==> config.mk <==
export PLATFORM = sky130hd
export DESIGN_NAME = beat_time_gen_flat
export DESIGN_NICKNAME = d
export VERILOG_FILES = /design/src/rtl/beat_pkg.sv /design/src/rtl/beat_time_gen_if.sv /design/src/rtl/tick_prescaler.sv /design/src/rtl/beat_time_gen.sv /design/src/flat_wrapper.sv
export SDC_FILE = /design/constraint.sdc
export NUM_CORES = 1
export LEC_CHECK = 0
export CORE_AREA = 2 2 81 83
export DETAILED_ROUTE_END_ITERATION = 6
export DIE_AREA = 0 0 83 85
export PLACE_DENSITY = 0.68
export SYNTH_ARGS = -nofsm -noshare
export SYNTH_HDL_FRONTEND = slang
export SYNTH_SLANG_ARGS = --single-unit
export TNS_END_PERCENT = 1
==> constraint.sdc <==
create_clock -name clk -period 3.09 [get_ports clk]
set_input_delay 0.618 -clock clk [delete_from_list [all_inputs] [get_ports clk]]
set_output_delay 0.618 -clock clk [all_outputs]
set_load 0.02 [all_outputs]
==> src/rtl/beat_pkg.sv <==
// Shared types for the song time base: playback state and song-length helper.
package beat_pkg;

  typedef enum logic [1:0] {
    STOPPED = 2'd0,
    PLAYING = 2'd1,
    PAUSED  = 2'd2
  } beat_state_t;

  function automatic int song_ticks(input int beats, input int dur);
    return beats * dur;
  endfunction

endpackage

==> src/rtl/beat_time_gen_if.sv <==
// Control/status bundle of the song time base; master = controller, slave = beat_time_gen.
interface beat_time_gen_if #(
  parameter int TIME_BITS = 16,
  parameter int BEAT_BITS = 8
);
  logic                 start;
  logic                 pause;
  logic                 stop;
  logic                 seek_valid;
  logic [BEAT_BITS-1:0] seek_beat;
  logic                 seek_ready;
  logic [TIME_BITS-1:0] cur_time;
  logic [BEAT_BITS-1:0] cur_beat;
  logic                 beat_pulse;
  logic                 song_done;
  logic                 playing;

  modport master (
    output start, pause, stop, seek_valid, seek_beat,
    input  seek_ready, cur_time, cur_beat, beat_pulse, song_done, playing
  );

  modport slave (
    input  start, pause, stop, seek_valid, seek_beat,
    output seek_ready, cur_time, cur_beat, beat_pulse, song_done, playing
  );
endinterface

==> src/rtl/tick_prescaler.sv <==
// Divides clk into time ticks; o_tc is high on the last cycle of each tick while enabled.
module tick_prescaler #(
  parameter int CYCLES_PER_TICK = 1000
) (
  input  logic clk,
  input  logic rst,
  input  logic i_en,
  input  logic i_clr,
  output logic o_tc
);
  localparam int            CW   = (CYCLES_PER_TICK > 1) ? $clog2(CYCLES_PER_TICK) : 1;
  localparam logic [CW-1:0] LAST = CW'(CYCLES_PER_TICK - 1);

  logic [CW-1:0] r_cnt;

  // A clear wins over the terminal count so a seek or stop never also ticks.
  assign o_tc = i_en && !i_clr && (r_cnt == LAST);

  always_ff @(posedge clk or posedge rst) begin
    if (rst)       r_cnt <= '0;
    else if (i_clr) r_cnt <= '0;
    else if (i_en)  r_cnt <= o_tc ? '0 : r_cnt + 1'b1;
  end
endmodule

==> src/rtl/beat_time_gen.sv <==
// Song time base: tick/beat counters, playback FSM and seek datapath.
// Define BEAT_LOOP_EN to loop playback at end of song instead of stopping.
module beat_time_gen
  import beat_pkg::*;
#(
  parameter int TIME_BITS       = 16,
  parameter int BEAT_BITS       = 8,
  parameter int BEAT_DURATION   = 48,
  parameter int CYCLES_PER_TICK = 1000,
  parameter int SONG_BEATS      = 64
) (
  input logic           clk,
  input logic           rst,
  beat_time_gen_if.slave bus
);
  localparam int                   SONG_TICKS = song_ticks(SONG_BEATS, BEAT_DURATION);
  localparam int                   PH_W       = (BEAT_DURATION > 1) ? $clog2(BEAT_DURATION) : 1;
  localparam logic [TIME_BITS-1:0] LAST_TICK  = TIME_BITS'(SONG_TICKS - 1);
  localparam logic [BEAT_BITS-1:0] LAST_BEAT  = BEAT_BITS'(SONG_BEATS - 1);
  localparam logic [PH_W-1:0]      LAST_PH    = PH_W'(BEAT_DURATION - 1);

  if (BEAT_DURATION < 1 || CYCLES_PER_TICK < 1 || SONG_BEATS < 1) begin : g_bad_size
    $error("beat_time_gen: BEAT_DURATION, CYCLES_PER_TICK and SONG_BEATS must be >= 1");
  end
  if (longint'(SONG_TICKS) > (longint'(1) << TIME_BITS) ||
      longint'(SONG_BEATS) > (longint'(1) << BEAT_BITS)) begin : g_bad_width
    $error("beat_time_gen: song does not fit TIME_BITS/BEAT_BITS");
  end

  beat_state_t          r_state, w_state_nxt;
  logic [TIME_BITS-1:0] r_time;
  logic [BEAT_BITS-1:0] r_beat;
  logic [PH_W-1:0]      r_phase;
  logic                 r_beat_pulse, r_song_done;
  logic                 w_seek, w_tc, w_end, w_start_stopped;
  logic [BEAT_BITS-1:0] w_seek_beat;
  logic [TIME_BITS-1:0] w_seek_time;

  assign bus.seek_ready  = !bus.stop;
  assign w_seek          = bus.seek_valid && !bus.stop;
  assign w_end           = w_tc && (r_time == LAST_TICK);
  assign w_start_stopped = (r_state == STOPPED) && bus.start;
  assign w_seek_beat     = (bus.seek_beat > LAST_BEAT) ? LAST_BEAT : bus.seek_beat;
  assign w_seek_time     = TIME_BITS'(w_seek_beat) * TIME_BITS'(BEAT_DURATION);

  tick_prescaler #(.CYCLES_PER_TICK(CYCLES_PER_TICK)) u_presc (
    .clk  (clk),
    .rst  (rst),
    .i_en (r_state == PLAYING),
    .i_clr(bus.stop || w_seek),
    .o_tc (w_tc)
  );

  always_ff @(posedge clk or posedge rst) begin
    if (rst) r_state <= STOPPED;
    else     r_state <= w_state_nxt;
  end

  // A seek never blocks the pause/start of the same cycle, only stop does.
  always_comb begin
    w_state_nxt = r_state;
    if (bus.stop) begin
      w_state_nxt = STOPPED;
    end else begin
      case (r_state)
        STOPPED: if (bus.start) w_state_nxt = PLAYING;
        PLAYING: begin
`ifdef BEAT_LOOP_EN
          if (bus.pause) w_state_nxt = PAUSED;
`else
          if (w_end)          w_state_nxt = STOPPED;
          else if (bus.pause) w_state_nxt = PAUSED;
`endif
        end
        PAUSED:  if (bus.start) w_state_nxt = PLAYING;
        default: w_state_nxt = STOPPED;
      endcase
    end
  end

  always_ff @(posedge clk or posedge rst) begin
    if (rst) begin
      r_time       <= '0;
      r_beat       <= '0;
      r_phase      <= '0;
      r_beat_pulse <= 1'b0;
      r_song_done  <= 1'b0;
    end else begin
      r_beat_pulse <= 1'b0;
      r_song_done  <= 1'b0;
      if (bus.stop) begin
        r_time  <= '0;
        r_beat  <= '0;
        r_phase <= '0;
      end else if (w_seek) begin
        r_time       <= w_seek_time;
        r_beat       <= w_seek_beat;
        r_phase      <= '0;
        r_beat_pulse <= (w_seek_beat != r_beat) || w_start_stopped;
      end else begin
        if (w_start_stopped) r_beat_pulse <= 1'b1;
        if (w_end) begin
          r_time      <= '0;
          r_beat      <= '0;
          r_phase     <= '0;
          r_song_done <= 1'b1;
`ifdef BEAT_LOOP_EN
          r_beat_pulse <= 1'b1;
`endif
        end else if (w_tc) begin
          r_time <= r_time + 1'b1;
          if (r_phase == LAST_PH) begin
            r_phase      <= '0;
            r_beat       <= r_beat + 1'b1;
            r_beat_pulse <= 1'b1;
          end else begin
            r_phase <= r_phase + 1'b1;
          end
        end
      end
    end
  end

  assign bus.cur_time   = r_time;
  assign bus.cur_beat   = r_beat;
  assign bus.beat_pulse = r_beat_pulse;
  assign bus.song_done  = r_song_done;
  assign bus.playing    = (r_state == PLAYING);
endmodule

==> src/flat_wrapper.sv <==
// flat-port wrapper written by rule: the top's interface ports become plain ports
module beat_time_gen_flat import beat_pkg::*;
#(
  parameter int TIME_BITS       = 16,
  parameter int BEAT_BITS       = 8,
  parameter int BEAT_DURATION   = 48,
  parameter int CYCLES_PER_TICK = 1000,
  parameter int SONG_BEATS      = 64
)
  (clk, rst, bus_start, bus_pause, bus_stop, bus_seek_valid, bus_seek_beat, bus_seek_ready, bus_cur_time, bus_cur_beat, bus_beat_pulse, bus_song_done, bus_playing);
  beat_time_gen_if #(.TIME_BITS(TIME_BITS), .BEAT_BITS(BEAT_BITS)) bus_i ();
  input logic clk;
  input logic rst;
  input wire logic [$bits(bus_i.start)-1:0] bus_start;
  input wire logic [$bits(bus_i.pause)-1:0] bus_pause;
  input wire logic [$bits(bus_i.stop)-1:0] bus_stop;
  input wire logic [$bits(bus_i.seek_valid)-1:0] bus_seek_valid;
  input wire logic [$bits(bus_i.seek_beat)-1:0] bus_seek_beat;
  output wire logic [$bits(bus_i.seek_ready)-1:0] bus_seek_ready;
  output wire logic [$bits(bus_i.cur_time)-1:0] bus_cur_time;
  output wire logic [$bits(bus_i.cur_beat)-1:0] bus_cur_beat;
  output wire logic [$bits(bus_i.beat_pulse)-1:0] bus_beat_pulse;
  output wire logic [$bits(bus_i.song_done)-1:0] bus_song_done;
  output wire logic [$bits(bus_i.playing)-1:0] bus_playing;
  assign bus_i.start = bus_start;
  assign bus_i.pause = bus_pause;
  assign bus_i.stop = bus_stop;
  assign bus_i.seek_valid = bus_seek_valid;
  assign bus_i.seek_beat = bus_seek_beat;
  assign bus_seek_ready = bus_i.seek_ready;
  assign bus_cur_time = bus_i.cur_time;
  assign bus_cur_beat = bus_i.cur_beat;
  assign bus_beat_pulse = bus_i.beat_pulse;
  assign bus_song_done = bus_i.song_done;
  assign bus_playing = bus_i.playing;
  beat_time_gen #(.TIME_BITS(TIME_BITS), .BEAT_BITS(BEAT_BITS), .BEAT_DURATION(BEAT_DURATION), .CYCLES_PER_TICK(CYCLES_PER_TICK), .SONG_BEATS(SONG_BEATS)) u_core (.clk(clk), .rst(rst), .bus(bus_i));
endmodule
==> flow_metrics.env <==
export IMPL_postRouteAntennaNets=0
export IMPL_slowest_stage="clkdlybuf4s50_1"
export IMPL_cts_htree_levels=2
export IMPL_dieArea_um2=7060
export IMPL_worst_r2r_endpoint="u_core.bus.cur_time[5]"
export IMPL_gp_congestion=0.846
export IMPL_grt_pass1_wl_mm=13.9
export IMPL_finalNonFillerCells=495
export IMPL_finalCriticalPeriod_ns=2.89
export IMPL_cp_top_family="compound AO/OA/AOI/OAI gates"
export IMPL_slew_viol_final=0
export IMPL_vias=3012
export IMPL_tns_ns=0
export IMPL_cts_resized=0
export IMPL_die_height_um=85
export IMPL_crit_path_end_kind="flip-flop"
export IMPL_synth_cells=348
export IMPL_insertion_delay_ns=0.30
export IMPL_synth_top_family_by_area="simple AND/OR/NAND/NOR gates"
export IMPL_synth_compound_area_share_pct=20.9
export IMPL_dp_hpwl_mm=6.26
export IMPL_core_area_um2=6200
export IMPL_ir_drop_v=0.000337
export IMPL_final_common_cell="dfrtp_1"
export IMPL_cts_tree="built"
export IMPL_worstHoldStart="u_core.r_phase[0]"
export IMPL_cap_violations=0
export IMPL_grt_usage_pct=24.0
export IMPL_path_common_cell="ha_1"
export IMPL_cts_hold_buf=0
export IMPL_final_layout_size_suffix_gt1_share_pct=12.2
export IMPL_cts_buffers=5
export IMPL_worstSetupPathType="in2reg"
export IMPL_start_util_pct=48.3
export IMPL_syn_area_um2=3000
export IMPL_rows=29
export IMPL_synthAdderAreaFrac_pct=4.59
export IMPL_dr_first_iter_drc_count=224
export IMPL_detail_route_first_pass_iterations=5
export IMPL_timing_rr_start="u_core.bus.cur_time[0]"
export IMPL_n_antenna_cell=0
export IMPL_synthDistinctLibCells=61
export IMPL_syn_avg_cell_area_um2=8.62
export IMPL_synth_main_ff_cell="dfrtp_1"
export IMPL_ys_warn_count=0
export IMPL_postLayoutCoreUtil_pct=62.1
export IMPL_tightestPinTransition_ns=0.748
export IMPL_holdPathEnd="u_core.r_phase[0]"
export IMPL_ys_ff_latch=44
export IMPL_setup_viol=0
export IMPL_hold_path_class="reg2reg"
export IMPL_drc=0
export IMPL_p_leak_nw=1.56
export IMPL_fmax_mhz=346
export IMPL_holdPathStages=1
export IMPL_crit_path_max_incr_delay_ns=0.44
export IMPL_synthArstFlopShare_pct=100
export IMPL_portBuffers=41
export IMPL_finalHoldViolCount=0
export IMPL_slew_headroom_pct=49.8
export IMPL_die_x_um=83
export IMPL_wl_mm=8.36
export IMPL_min_period_over_period_pct=93.5
export IMPL_layout_common_cells="dfrtp_1 (44), clkdlybuf4s50_1 (41), nor2_1 (38), nand2_1 (30), buf_4 (30)"
export IMPL_cp_start_kind="input port"
export IMPL_area_growth_pct=28.5
export IMPL_power_mw=1.55
export IMPL_wl_per_cell_um=16.9
export IMPL_seq_area_frac_synth_pct=36.7
export IMPL_rr_worst_depth=6
export IMPL_antenna_found_initial=0
export IMPL_status="finished, final reports clean"
export IMPL_cts_sinks=44
export IMPL_critPathBufInv=1
export IMPL_dp_cells=487
export IMPL_reg2reg_setup_slack_ns=0.63
export IMPL_grt_ovfl_total=0
export IMPL_critPathMaxFanout=3
export IMPL_power_density_nw_per_um2=401
export IMPL_via_per_inst=6.08
export IMPL_clkTransAtPathRegs_ns=0.09
export IMPL_nets=442
export IMPL_cts_root_buf="clkbuf_8"
export IMPL_synth_xor_area_share_pct=7.59
export IMPL_yosys_area_share_simple_pct=26.9
export IMPL_crit_chain="clkdlybuf4s50_1 -> or3_1 -> ha_1 -> ha_1 -> or2_2 -> a31o_2 -> o31ai_1 -> xnor2_1 -> o211ai_1"
export IMPL_grt_pass1_vias=2875
export IMPL_muxShareOfSynthArea_pct=0.334
export IMPL_ios=42
export IMPL_clock_skew_ns=0.00337
export IMPL_grt_max_degree=28
export IMPL_rsz0062_at_grt="false"
export IMPL_synth_edf_count=0
export IMPL_critPathArrivalTime_ns=3.07
export IMPL_max_clock_path_buffers=2
export IMPL_cts_setup_buffers=0
export IMPL_cp_data_required_time_ns=3.27
export IMPL_crit_start="bus_seek_beat[7]"
stage by stage:
step                hold WS [ns]  instance area, um2  setup slack (ns)
finish                     0.532                3850             0.201
CTS                        0.531                3850             0.204
global route               0.542                3850            0.0766
detailed placement         0.522                3700            -0.104
global placement           0.512                3700           -0.0183
floorplan                  0.489                3010             0.467
Yosys cell counts (all sizes together) (2+ instances only):
master	n	area (um2)
nor3	10	55.1
a21boi	2	15.0
nor4bb	2	20.0
ha	11	138
a21oi	18	90.1
or3b	2	17.5
clkbuf	11	41.3
o211ai	5	42.5
nor4	8	50.1
a211oi	4	30.0
a32o	2	20.0
xnor2	9	78.8
nand3	15	75.1
nor2	38	143
o41ai	3	26.3
o21ai	18	90.1
nand2	30	113
a31oi	4	25.0
xor2	17	149
nor3b	4	30.0
a221o	3	30.0
nand3b	4	33.8
o31ai	4	35.0
nand4	10	68.8
or2	5	31.3
nor2b	3	18.8
inv	10	37.5
conb	2	7.51
a21o	2	15.0
dfrtp	44	1100
a211o	5	43.8
a22o	4	35.0
nand2b	4	25.0
or3	9	56.3
or4	2	15.0
o22ai	5	31.3
cell type report:
class,instances,area [um2]
fillers,543,2350
multi-input cells,285,1830
flip-flops and latches,44,1100
well taps,77,96.3
clock inverters,3,90.1
clock buffers,5,68.8
inverters,10,37.5
repair buffers,71,636
sequential cells by signal, indices dropped and copies added (netlist names):
name                   flops
u_core.r_phase             6
u_core.u_presc.r_cnt      10
u_core.bus.song_done       1
u_core.bus.cur_time       16
u_core.r_state             2
u_core.bus.cur_beat        8
u_core.bus.beat_pulse      1
cell families after synthesis:
kind of cell	Yosys count
compound gates	90
buf+inv	22
other cells	2
fa+ha+maj	11
flops	44
xor+xnor	26
simple gates	152
mux	1
layer usage:
metal / global-route usage [%] / vias up / share of wire [%]
met5: 0 / - / 0
met4: 6.41 / 0 / 0.98
li1: - / 1433 / -
met1: 33.9 / 1472 / 48
met3: 3.31 / 11 / 4.6
met2: 39.1 / 96 / 47
worst max path at each step:
stage | cells after the start | end
6_report | 9 | u_core.bus.cur_time[11]
5_1_grt | 9 | u_core.bus.cur_time[11]
4_1_cts | 9 | u_core.bus.cur_time[11]
3_5_place_dp | 9 | u_core.bus.cur_time[11]
3_3_place_gp | 9 | u_core.bus.cur_time[11]
2_1_floorplan | 8 | u_core.bus.cur_time[11]
power by group:
part | internal [mW] | switching [mW] | leakage, nW | total [mW]
registers | 0.596 | 0.0362 | 0.599 | 0.632
logic | 0.136 | 0.155 | 0.887 | 0.291
clock network | 0.404 | 0.218 | 0.0784 | 0.622
total | 1.14 | 0.409 | 1.56 | 1.55
No activity file was read; power rests on OpenSTA's default activity.
